`src/rtl/mat_pkg.sv`:
```
// Shared packing constants and FSM encoding for the 3x3 matrix operand path.
// Used by the operand loader and the downstream multiplier.
package mat_pkg;

    typedef enum logic [1:0] {
        LOAD_A  = 2'd0,
        LOAD_B  = 2'd1,
        PRESENT = 2'd2
    } state_e;

    localparam int DEF_DATA_W = 8;
    localparam int DEF_N      = 3;
    localparam int ELEMS      = DEF_N * DEF_N;
    localparam int IDX_W      = $clog2(ELEMS);

endpackage

```
`src/rtl/mat_slot_reg.sv`:
```
// N*N-slot element register file with a single indexed write port,
// exposing all slots as one flat vector (slot k at bits [k*DATA_W +: DATA_W]).
module mat_slot_reg
    import mat_pkg::*;
#(
    parameter int DATA_W = DEF_DATA_W,
    parameter int N      = DEF_N,
    parameter int IW     = $clog2(N * N)
) (
    input  logic                       clk,
    input  logic                       rst_n,
    input  logic                       we,
    input  logic [IW-1:0]              idx,
    input  logic [DATA_W-1:0]          wdata,
    output logic [N*N*DATA_W-1:0]      flat
);

    logic [N*N*DATA_W-1:0] flat_q, flat_d;

    always_comb begin
        flat_d = flat_q;
        if (we) begin
            flat_d[idx*DATA_W +: DATA_W] = wdata;
        end
    end

    always_ff @(posedge clk or negedge rst_n) begin
        if (!rst_n) begin
            flat_q <= '0;
        end else begin
            flat_q <= flat_d;
        end
    end

    assign flat = flat_q;

endmodule

```
`src/rtl/mat_operand_loader.sv`:
```
// Streams 9 A then 9 B elements into operand registers and presents the pair.
// Build option MAT_LOADER_KEEP_B_EN adds keep_b to reuse B across A loads.
module mat_operand_loader
    import mat_pkg::*;
#(
    parameter int DATA_W = DEF_DATA_W,
    parameter int N      = DEF_N
) (
    input  logic                       clk,
    input  logic                       rst_n,
    input  logic                       in_valid,
    output logic                       in_ready,
    input  logic [DATA_W-1:0]          in_data,
    output logic [N*N*DATA_W-1:0]      a_flat,
    output logic [N*N*DATA_W-1:0]      b_flat,
    output logic                       out_valid,
    input  logic                       out_ready,
`ifdef MAT_LOADER_KEEP_B_EN
    input  logic                       keep_b,
`endif
    output logic [$clog2(N*N)-1:0]     load_idx
);

    localparam int NE = N * N;
    localparam int IW = $clog2(NE);
    localparam logic [IW-1:0] LAST_IDX = IW'(NE - 1);

    state_e          state_q, state_d;
    logic [IW-1:0]   idx_q, idx_d;
    logic            in_ready_q, in_ready_d;
    logic            accept, last, skip_b;
    logic            we_a, we_b;

`ifdef MAT_LOADER_KEEP_B_EN
    logic keep_q, keep_d;

    // Kernel-reuse request is latched on the pair handshake.
    always_comb begin
        keep_d = keep_q;
        if (state_q == PRESENT && out_ready) begin
            keep_d = keep_b;
        end
    end

    always_ff @(posedge clk or negedge rst_n) begin
        if (!rst_n) begin
            keep_q <= 1'b0;
        end else begin
            keep_q <= keep_d;
        end
    end

    assign skip_b = keep_q;
`else
    assign skip_b = 1'b0;
`endif

    assign accept = in_valid && in_ready_q;
    assign last   = (idx_q == LAST_IDX);

    always_comb begin
        state_d = state_q;
        idx_d   = idx_q;
        we_a    = 1'b0;
        we_b    = 1'b0;
        unique case (state_q)
            LOAD_A: begin
                we_a = accept;
                if (accept) begin
                    idx_d = last ? '0 : idx_q + IW'(1);
                    if (last) begin
                        state_d = skip_b ? PRESENT : LOAD_B;
                    end
                end
            end
            LOAD_B: begin
                we_b = accept;
                if (accept) begin
                    idx_d = last ? '0 : idx_q + IW'(1);
                    if (last) begin
                        state_d = PRESENT;
                    end
                end
            end
            PRESENT: begin
                if (out_ready) begin
                    state_d = LOAD_A;
                end
            end
            default: begin
                state_d = LOAD_A;
                idx_d   = '0;
            end
        endcase
        in_ready_d = (state_d != PRESENT);
    end

    always_ff @(posedge clk or negedge rst_n) begin
        if (!rst_n) begin
            state_q    <= LOAD_A;
            idx_q      <= '0;
            in_ready_q <= 1'b0;
        end else begin
            state_q    <= state_d;
            idx_q      <= idx_d;
            in_ready_q <= in_ready_d;
        end
    end

    mat_slot_reg #(.DATA_W(DATA_W), .N(N), .IW(IW)) u_a (
        .clk   (clk),
        .rst_n (rst_n),
        .we    (we_a),
        .idx   (idx_q),
        .wdata (in_data),
        .flat  (a_flat)
    );

    mat_slot_reg #(.DATA_W(DATA_W), .N(N), .IW(IW)) u_b (
        .clk   (clk),
        .rst_n (rst_n),
        .we    (we_b),
        .idx   (idx_q),
        .wdata (in_data),
        .flat  (b_flat)
    );

    assign in_ready  = in_ready_q;
    assign out_valid = (state_q == PRESENT);
    assign load_idx  = idx_q;

endmodule

```
`config.mk`:
```
export PLATFORM = sky130hd
export DESIGN_NAME = mat_operand_loader
export DESIGN_NICKNAME = d
export VERILOG_FILES = /design/src/rtl/mat_pkg.sv /design/src/rtl/mat_slot_reg.sv /design/src/rtl/mat_operand_loader.sv
export SDC_FILE = /design/constraint.sdc
export NUM_CORES = 1
export LEC_CHECK = 0
export ABC_AREA = 1
export BUFFER_PORTS_ARGS = -buffer_cell sky130_fd_sc_hd__buf_2
export CORE_MARGIN = 2
export CORE_UTILIZATION = 50
export DETAILED_ROUTE_END_ITERATION = 10
export HOLD_SLACK_MARGIN = 0.05
export PLACE_DENSITY = 0.84
export SKIP_CTS_REPAIR_TIMING = 1
export SYNTH_ARGS = -nofsm -noshare
export SYNTH_HDL_FRONTEND = slang
export SYNTH_HIERARCHICAL = 1
export SYNTH_SLANG_ARGS = --single-unit
```
`constraint.sdc`:
```
create_clock -name clk -period 4 [get_ports clk]
set_clock_uncertainty 0.05 [all_clocks]
set_input_delay 0.2 -clock clk [delete_from_list [all_inputs] [get_ports clk]]
set_output_delay 0.2 -clock clk [all_outputs]
set_load 0.03 [all_outputs]
```
==> metrics.md, run 1 <==
| Metric | Value |
|---|---|
| Outcome | `complete, no violations` |
| Final critical delay including setup and external delays | `approximately 3000 ps` |
| Adder-cell share of the synthesized area | `0.0102` |
| Number of maximum-capacitance violations | `0` |
| Clock root buffer | `sky130_fd_sc_hd__clkbuf_16` |
| Synthesized-area fraction occupied by xor and xnor cells | `0.00239` |
| H-tree level count | `4` |
| Detailed placer's ending HPWL | `around 14 mm` |
| Leftover overflow at the end of global routing | `0` |
| Crit path largest cell delay | `approximately 640 ps` |
| Power per cell area | `approximately 800 nW/um2` |
| Power spent charging and discharging nets | `around 3400 uW` |
| Peak supply drop | `roughly 470 uV` |
| Number of iterations in the first detailed-routing pass | `6` |
| DIE WIDTH | `~130 um` |
| Clock transition time at the flip-flop clock pins of the worst setup and hold paths | `60 ps` |
| Slew at the pin with the worst max-slew slack | `roughly 1100 ps` |
| Gp weighted congestion | `0.898` |
| DRC violations left | `0` |
| Total of buffers placed on input and output ports | `around 160` |
| Fraction of final layout cells with drive strength greater than 1 | `0.234` |
| Number of vias per cell after detailed routing | `5.34` |
| Static power due to leakage | `~0.005 uW` |
| Total global-route track usage | `0.257` |
| Kind of capture point of the worst setup path | `flop` |
| Pin count of the biggest net entering global routing | `99` |
| Clock sink count | `between 150 and 200` |
| Count of standard-cell rows | `44` |
| Number of warnings reported in the yosys synthesis log | `6` |
| CTS Buf Count | `17` |
| Routed Wire Length | `roughly 20 mm` |
| Number of different library cells in the post-synthesis netlist | `26` |
| TritonCTS clock tree | `built` |
| Final-report hold violation count | `0` |
| Portion of total power attributed to combinational logic | `0.467` |
| Final worst path period share | `0.745` |
| Class of the worst hold path | `in2reg` |
| Post-Route Setup TNS | `0 ps` |
| Routed WL per cell | `15.6 um` |
| Launch instance of the worst register-to-register path | `load_idx[0]$_DFFE_PN0P_` |
| Largest fanout on the critical path | `18` |
| Share of the synthesized area in compound gates (AO/OA/AOI/OAI) | `0.00803` |
| Hold Path Cell Cnt | `3` |
| Required @ worst endpoint | `~4300 ps` |
| Gate Count Post-Synth | `940` |
| Number of global-route vias before repair | `6483` |
| Number of placed instances, taps included | `approximately 1300` |
| Wire length of the first global-routing pass | `roughly 32 mm` |
| Hold path startpoint | `in_data[5]` |
| Number of antenna diodes | `0` |
| Capturing point of the worst reg2reg path | `u_b/flat[62]$_DFFE_PN0P_` |
| Clock latency of the later-clocked register in the worst-skew pair | `430 ps` |
| Leading cell type in the layout, fill and taps excluded | `sky130_fd_sc_hd__nand2_1` |
| Final layout net count | `1118` |
| Proportion of synthesized area in mux cells | `0` |
| Sequential-to-total area share from yosys stat | `0.516` |
| Number of design-rule violations left by the first detailed-router iteration | `about 850` |
| CTS max path bufs | `2` |
| Netlist Area Pre-Place | `between 7000 and 8000 um2` |
| Critical path start-end classification | `reg2reg` |
| Area fraction in and, or, nand and nor cells after synthesis | `0.419` |
| Fmax | `between 300 and 400 MHz` |
| Critical Path, Cell by Cell | `inv_2 -> ha_1 -> inv_2 -> nand2_1 -> nor2_4 -> nand2_1 -> nand2_1 -> nand2_1` |
| Critical Path Slowest Stage Cell | `sky130_fd_sc_hd__dfrtp_1` |
| Relative contribution of sequential cells to total power | `0.300` |
| Tightest slew margin relative to the limit | `0.286` |
| Number of nets still failing antenna checks after routing | `0` |
| Post-Syn Area per Cell | `just under 8 um2` |
| Cell mode on critical path | `sky130_fd_sc_hd__nand2_1` |
| # IOs | `162` |
| Hold EP | `u_a/flat[5]$_DFFE_PN0P_` |
| Post-Layout Cell Count | `1297` |
| Internal power contribution | `~3600 uW` |
| Sw Ratio | `0.485` |
| Most frequent cells in the layout | `sky130_fd_sc_hd__nand2_1, sky130_fd_sc_hd__buf_2, sky130_fd_sc_hd__dfrtp_1` |
| Minimum setup slack among reg-to-reg paths | `1020 ps` |
| Y dimension of the die | `roughly 130 um` |
| Worst-case reg-to-reg path depth | `8` |
| Antenna violations before repair | `0` |
| Setup violation total in the final timing report | `0` |
| Core area | `approximately 14000 um2` |
| Synthesized netlist net count | `958` |
| Fin. max-slew vios | `0` |
| Data arrival, critical path | `3240 ps` |
| Unrepaired setup endpoints after global routing | `no` |
| Initial standard-cell utilization of the core | `0.508` |
| Area Growth Syn to Fin | `21.3%` |
| Vias | `slightly below 7000` |
| Power share of the clock group | `0.233` |
| #FFs+latches synth | `151` |
| Die Outline Area | `around 16000 um2` |
| Element type at the critical path start | `flop` |
| Fill cell count | `roughly 1300` |
| Dominant combinational cell family by area after synthesis | `simple AND/OR/NAND/NOR gates` |
-- registers in the layout, summed over array words and instances (netlist names) --
signal	count
in_ready	1
load_idx	4
state_q	2
u_a/flat	72
u_b/flat	72
-- stage by stage --
step                power [uW]  utilization  hold WS, ps  instance area [um2]  setup slack (ps)
global placement          5340        0.573          309                 8260              1270
global route              7490        0.616          112                 8880               804
detailed placement        5410        0.573          303                 8260              1160
CTS                       7070        0.615         -151                 8860              1110
floorplan                 4610            -         -146                 7320              1690
finish                    7090        0.616          118                 8880              1020
-- cell usage after synthesis (all sizes together) --
library cell / n / area share
nand2: 416 / 0.22
dfrtp: 151 / 0.52
nand3: 131 / 0.097
nor2: 126 / 0.082
inv: 44 / 0.023
buf: 25 / 0.020
nor3: 14 / 0.011
nand4: 10 / 0.012
o21ai: 10 / 0.0068
ha: 6 / 0.010
clkbuf: 4 / 0.0020
xnor2: 2 / 0.0024
a21oi: 1 / 0.0012
-- worst max-delay path: cells and delay by family, from the launching register on --
family | cells | cell delay [ps]
and+or+nand+nor | 5 | 1240
DFF | 1 | 640
buffers and inverters | 2 | 430
adders and majority gates | 1 | 490
-- how the worst max path moves through the flow --
stage | endpoint | depth (start not counted) | slack, ps | from
2_1_floorplan | u_b/flat[32]$_DFFE_PN0P_ | 10 | 1690 | load_idx[0]$_DFFE_PN0P_
3_3_place_gp | u_b/flat[61]$_DFFE_PN0P_ | 8 | 1270 | load_idx[0]$_DFFE_PN0P_
3_5_place_dp | u_a/flat[33]$_DFFE_PN0P_ | 9 | 1160 | load_idx[2]$_DFFE_PN0P_
4_1_cts | u_b/flat[62]$_DFFE_PN0P_ | 8 | 1110 | load_idx[0]$_DFFE_PN0P_
5_1_grt | u_b/flat[62]$_DFFE_PN0P_ | 8 | 800 | load_idx[0]$_DFFE_PN0P_
6_report | u_b/flat[62]$_DFFE_PN0P_ | 8 | 1020 | load_idx[0]$_DFFE_PN0P_
-- routing by layer --
| metal | vias to the layer above | wire length (um) | part of all wire | track usage |
|---|---|---|---|---|
| met5 | - | 0 | 0 | 0 |
| met4 | 0 | 534 | 0.026 | 0.0967 |
| met3 | 55 | 1700 | 0.084 | 0.0629 |
| met2 | 355 | 9710 | 0.48 | 0.416 |
| met1 | 3231 | 8280 | 0.41 | 0.339 |
| li1 | 3290 | - | - | - |
-- power groups by stage --
stage	combinational [uW]	clock [uW]	sequential, uW
after floorplan	1830	0	2780
after global placement	3200	0	2140
after detailed placement	3260	0	2140
after CTS	3280	1670	2130
after global routing	3580	1730	2170
final	3310	1650	2130
-- cell families after synthesis --
group / count (synthesis)
xor gates and xnor gates: 2
buffers and inverters: 73
adders and majority gates: 6
DFF: 151
and+or+nand+nor: 697
AOI/OAI and AO/OA: 11
-- area by class of cell --
type / instances / area [um2] / share of cell area
clock buffers: 21 / 460 / 0.0518
well taps: 184 / 230 / 0.0259
repair buffers: 170 / 885 / 0.0996
flip-flops and latches: 151 / 3780 / 0.425
multi-input cells: 716 / 3220 / 0.362
clock inverters: 11 / 146 / 0.0165
inverters: 44 / 165 / 0.0186
Note: power is estimated with default switching activity, not from simulation.
==> run 2: changes to the inputs <==
==> constraint.sdc (replaced) <==
create_clock -name clk -period 2.8 [get_ports clk]
set_clock_uncertainty 0.05 [all_clocks]
set_input_delay 0.14 -clock clk [delete_from_list [all_inputs] [get_ports clk]]
set_output_delay 0.14 -clock clk [all_outputs]
set_load 0.03 [all_outputs]
==> run 2 against run 1 <==
Effect of this change: die area unchanged; first-iteration DRC count increased by 11%; global-route usage rose by 0.21 points; final cell count increased by 0.62%; routed wire length down 1.0%; sequential share of layout area fell by 0.33 points; hold slack got worse by 47 ps; via count down 1.9%; critical path type unchanged.
==> metrics.md, run 2 (same netlist as run 1, synthesis figures left out) <==
| Metric | Value |
|---|---|
| Unrepaired setup endpoints after global routing | `no` |
| Final-report hold violation count | `0 (unchanged)` |
| Clock transition time at the flip-flop clock pins of the worst setup and hold paths | `60 ps (about the same)` |
| Die Outline Area | `15600 um2 (unchanged)` |
| Routed Wire Length | `20.0 mm (-1.0%)` |
| Required @ worst endpoint | `3110 ps (-1150 ps)` |
| Power per cell area | `1140 nW/um2 (+42%)` |
| Class of the worst hold path | `in2reg` |
| H-tree level count | `4 (unchanged)` |
| Hold path startpoint | `in_data[5]` |
| Portion of total power attributed to combinational logic | `0.484 (+0.017)` |
| Critical Path, Cell by Cell | `buf_4 -> inv_2 -> nand2_1 -> inv_1 -> ha_1 -> nand2_1 -> nor2_2 -> inv_1 -> nor2_4 -> nand2_1 -> nand2_1` |
| Post-Route Setup TNS | `0 ps (unchanged)` |
| CTS max path bufs | `2 (unchanged)` |
| Capturing point of the worst reg2reg path | `u_a/flat[18]$_DFFE_PN0P_` |
| Worst-case reg-to-reg path depth | `11 (+3)` |
| Count of standard-cell rows | `44 (unchanged)` |
| Critical path start-end classification | `reg2reg` |
| Vias | `6800 (-1.9%)` |
| CTS Buf Count | `17 (unchanged)` |
| Antenna violations before repair | `0 (unchanged)` |
| Outcome | `complete, no violations` |
| Fmax | `400 MHz (+19%)` |
| Clock latency of the later-clocked register in the worst-skew pair | `430 ps (about the same)` |
| Relative contribution of sequential cells to total power | `0.294 (-0.006)` |
| Number of design-rule violations left by the first detailed-router iteration | `939 (+11%)` |
| Kind of capture point of the worst setup path | `flop` |
| Power share of the clock group | `0.222 (-0.011)` |
| CP delay by family, top | `simple AND/OR/NAND/NOR gates` |
| Launch instance of the worst register-to-register path | `load_idx[0]$_DFFE_PN0P_` |
| Power spent charging and discharging nets | `4870 uW (+42%)` |
| Tightest slew margin relative to the limit | `0.522 (+0.236)` |
| Number of global-route vias before repair | `6457 (-0.40%)` |
| Initial standard-cell utilization of the core | `0.508 (unchanged)` |
| Slew at the pin with the worst max-slew slack | `716 ps (-352 ps)` |
| Internal power contribution | `5300 uW (+45%)` |
| Hold Path Cell Cnt | `3 (unchanged)` |
| DIE WIDTH | `125 um (unchanged)` |
| Hold EP | `u_a/flat[5]$_DFFE_PN0P_` |
| Routed WL per cell | `15.3 um (-1.7%)` |
| Number of antenna diodes | `0 (unchanged)` |
| Gp weighted congestion | `0.894 (-0.55%)` |
| Fin. max-slew vios | `0 (unchanged)` |
| Final worst path period share | `0.893 (+0.147)` |
| Pin count of the biggest net entering global routing | `79 (-20%)` |
| Most frequent cells in the layout | `sky130_fd_sc_hd__nand2_1, sky130_fd_sc_hd__buf_2, sky130_fd_sc_hd__dfrtp_1` |
| Leftover overflow at the end of global routing | `0 (unchanged)` |
| Worst path setup slack after routing | `301 ps (-719 ps)` |
| Critical Path Slowest Stage Cell | `sky130_fd_sc_hd__nor2_2` |
| Number of nets still failing antenna checks after routing | `0 (unchanged)` |
| Static power due to leakage | `0.00518 uW (+0.93%)` |
| Largest fanout on the critical path | `13 (-5)` |
| Leading cell type in the layout, fill and taps excluded | `sky130_fd_sc_hd__nand2_1` |
| Clock sink count | `151 (unchanged)` |
| Peak supply drop | `680 uV (+44%)` |
| Total global-route track usage | `0.260 (+0.00210)` |
| Element type at the critical path start | `flop` |
| DRC violations left | `0 (unchanged)` |
| Wire length of the first global-routing pass | `32.5 mm (+0.43%)` |
| Data arrival, critical path | `2810 ps (-430 ps)` |
| Final layout net count | `1126 (+0.72%)` |
| Setup violation total in the final timing report | `0 (unchanged)` |
| Y dimension of the die | `125 um (unchanged)` |
| Number of vias per cell after detailed routing | `5.21 (-2.5%)` |
| Setup slack at placement | `236 ps (-928 ps)` |
| Buffers plus inverters on the worst setup path | `4 (+2)` |
| # IOs | `162 (unchanged)` |
| Number of iterations in the first detailed-routing pass | `5 (-1)` |
| TritonCTS clock tree | `built` |
| Number of placed instances, taps included | `1271 (+0.63%)` |
| Post-Layout Cell Count | `1305 (+0.62%)` |
| Minimum setup slack among reg-to-reg paths | `300 ps (-720 ps)` |
| Detailed placer's ending HPWL | `14.1 mm (+1.3%)` |
| Clock root buffer | `sky130_fd_sc_hd__clkbuf_16` |
| Total of buffers placed on input and output ports | `161 (unchanged)` |
| Fraction of final layout cells with drive strength greater than 1 | `0.239 (+0.00547)` |
| Cell mode on critical path | `sky130_fd_sc_hd__nand2_1` |
| Sw Ratio | `0.478 (-0.00668)` |
| Core area | `14400 um2 (unchanged)` |
| Fill cell count | `1240 (-3.5%)` |
| Number of maximum-capacitance violations | `0 (unchanged)` |
| Crit path largest cell delay | `480 ps (-160 ps)` |
| Area Growth Syn to Fin | `22.2%` |
| Final critical delay including setup and external delays | `2500 ps (-481 ps)` |
## run 2: cell count changes in the layout (fill, tap and decap cells not counted), sizes merged
cell / change
clkbuf: +2
inv: -1
clkinvlp: -1
clkinv: +1
bufinv: -1
buf: +8
## run 2: stage by stage
step	hold WS, ps	utilization	cell area, um2	total power (uW)
after global placement	155	0.578	8340	7780
after floorplan	-206	-	7320	6590
final	70.8	0.621	8950	10200
after global routing	76.8	0.621	8950	10800
after CTS	-285	0.619	8930	10200
after detailed placement	165	0.578	8340	7880
## run 2: how the worst max path moves through the flow
stage | start | to | slack [ps] | cells after the start
2_1_floorplan | load_idx[0]$_DFFE_PN0P_ | u_b/flat[32]$_DFFE_PN0P_ | 490 | 10
3_3_place_gp | load_idx[1]$_DFFE_PN0P_ | u_b/flat[65]$_DFFE_PN0P_ | 320 | 9
3_5_place_dp | load_idx[1]$_DFFE_PN0P_ | u_b/flat[70]$_DFFE_PN0P_ | 240 | 9
4_1_cts | load_idx[1]$_DFFE_PN0P_ | u_b/flat[70]$_DFFE_PN0P_ | 230 | 9
5_1_grt | load_idx[1]$_DFFE_PN0P_ | u_b/flat[62]$_DFFE_PN0P_ | 70 | 8
6_report | load_idx[0]$_DFFE_PN0P_ | u_a/flat[18]$_DFFE_PN0P_ | 300 | 11
## run 2: tightest hold or removal path, cell delays in order
cell                      delay (ps)
sky130_fd_sc_hd__buf_2           210
sky130_fd_sc_hd__nand2_1         100
sky130_fd_sc_hd__o21ai_1          50
## run 2: layer usage
metal	part of all wire	vias up	global-route usage
met5	0	-	0
met4	0.024	0	0.0902
met3	0.070	42	0.0582
li1	-	3304	-
met2	0.48	273	0.420
met1	0.43	3181	0.348
## run 2: layout make-up
cell class	count	area, um2	share of cell area
Clock buffer	23	488	0.0545
Clock inverter	9	97.6	0.0109
Inverter	44	165	0.0184
Multi-Input combinational cell	716	3220	0.360
Sequential cell	151	3780	0.422
Tap cell	184	230	0.0257
Timing Repair Buffer	178	970	0.108
## run 2: power groups by stage
stage                     clock network (uW)  registers [uW]  logic, uW
after floorplan                            0            3970       2620
after global placement                     0            3010       4760
after detailed placement                   0            3020       4860
after CTS                               2280            3000       4880
after global routing                    2380            3060       5350
final                                   2260            2990       4920
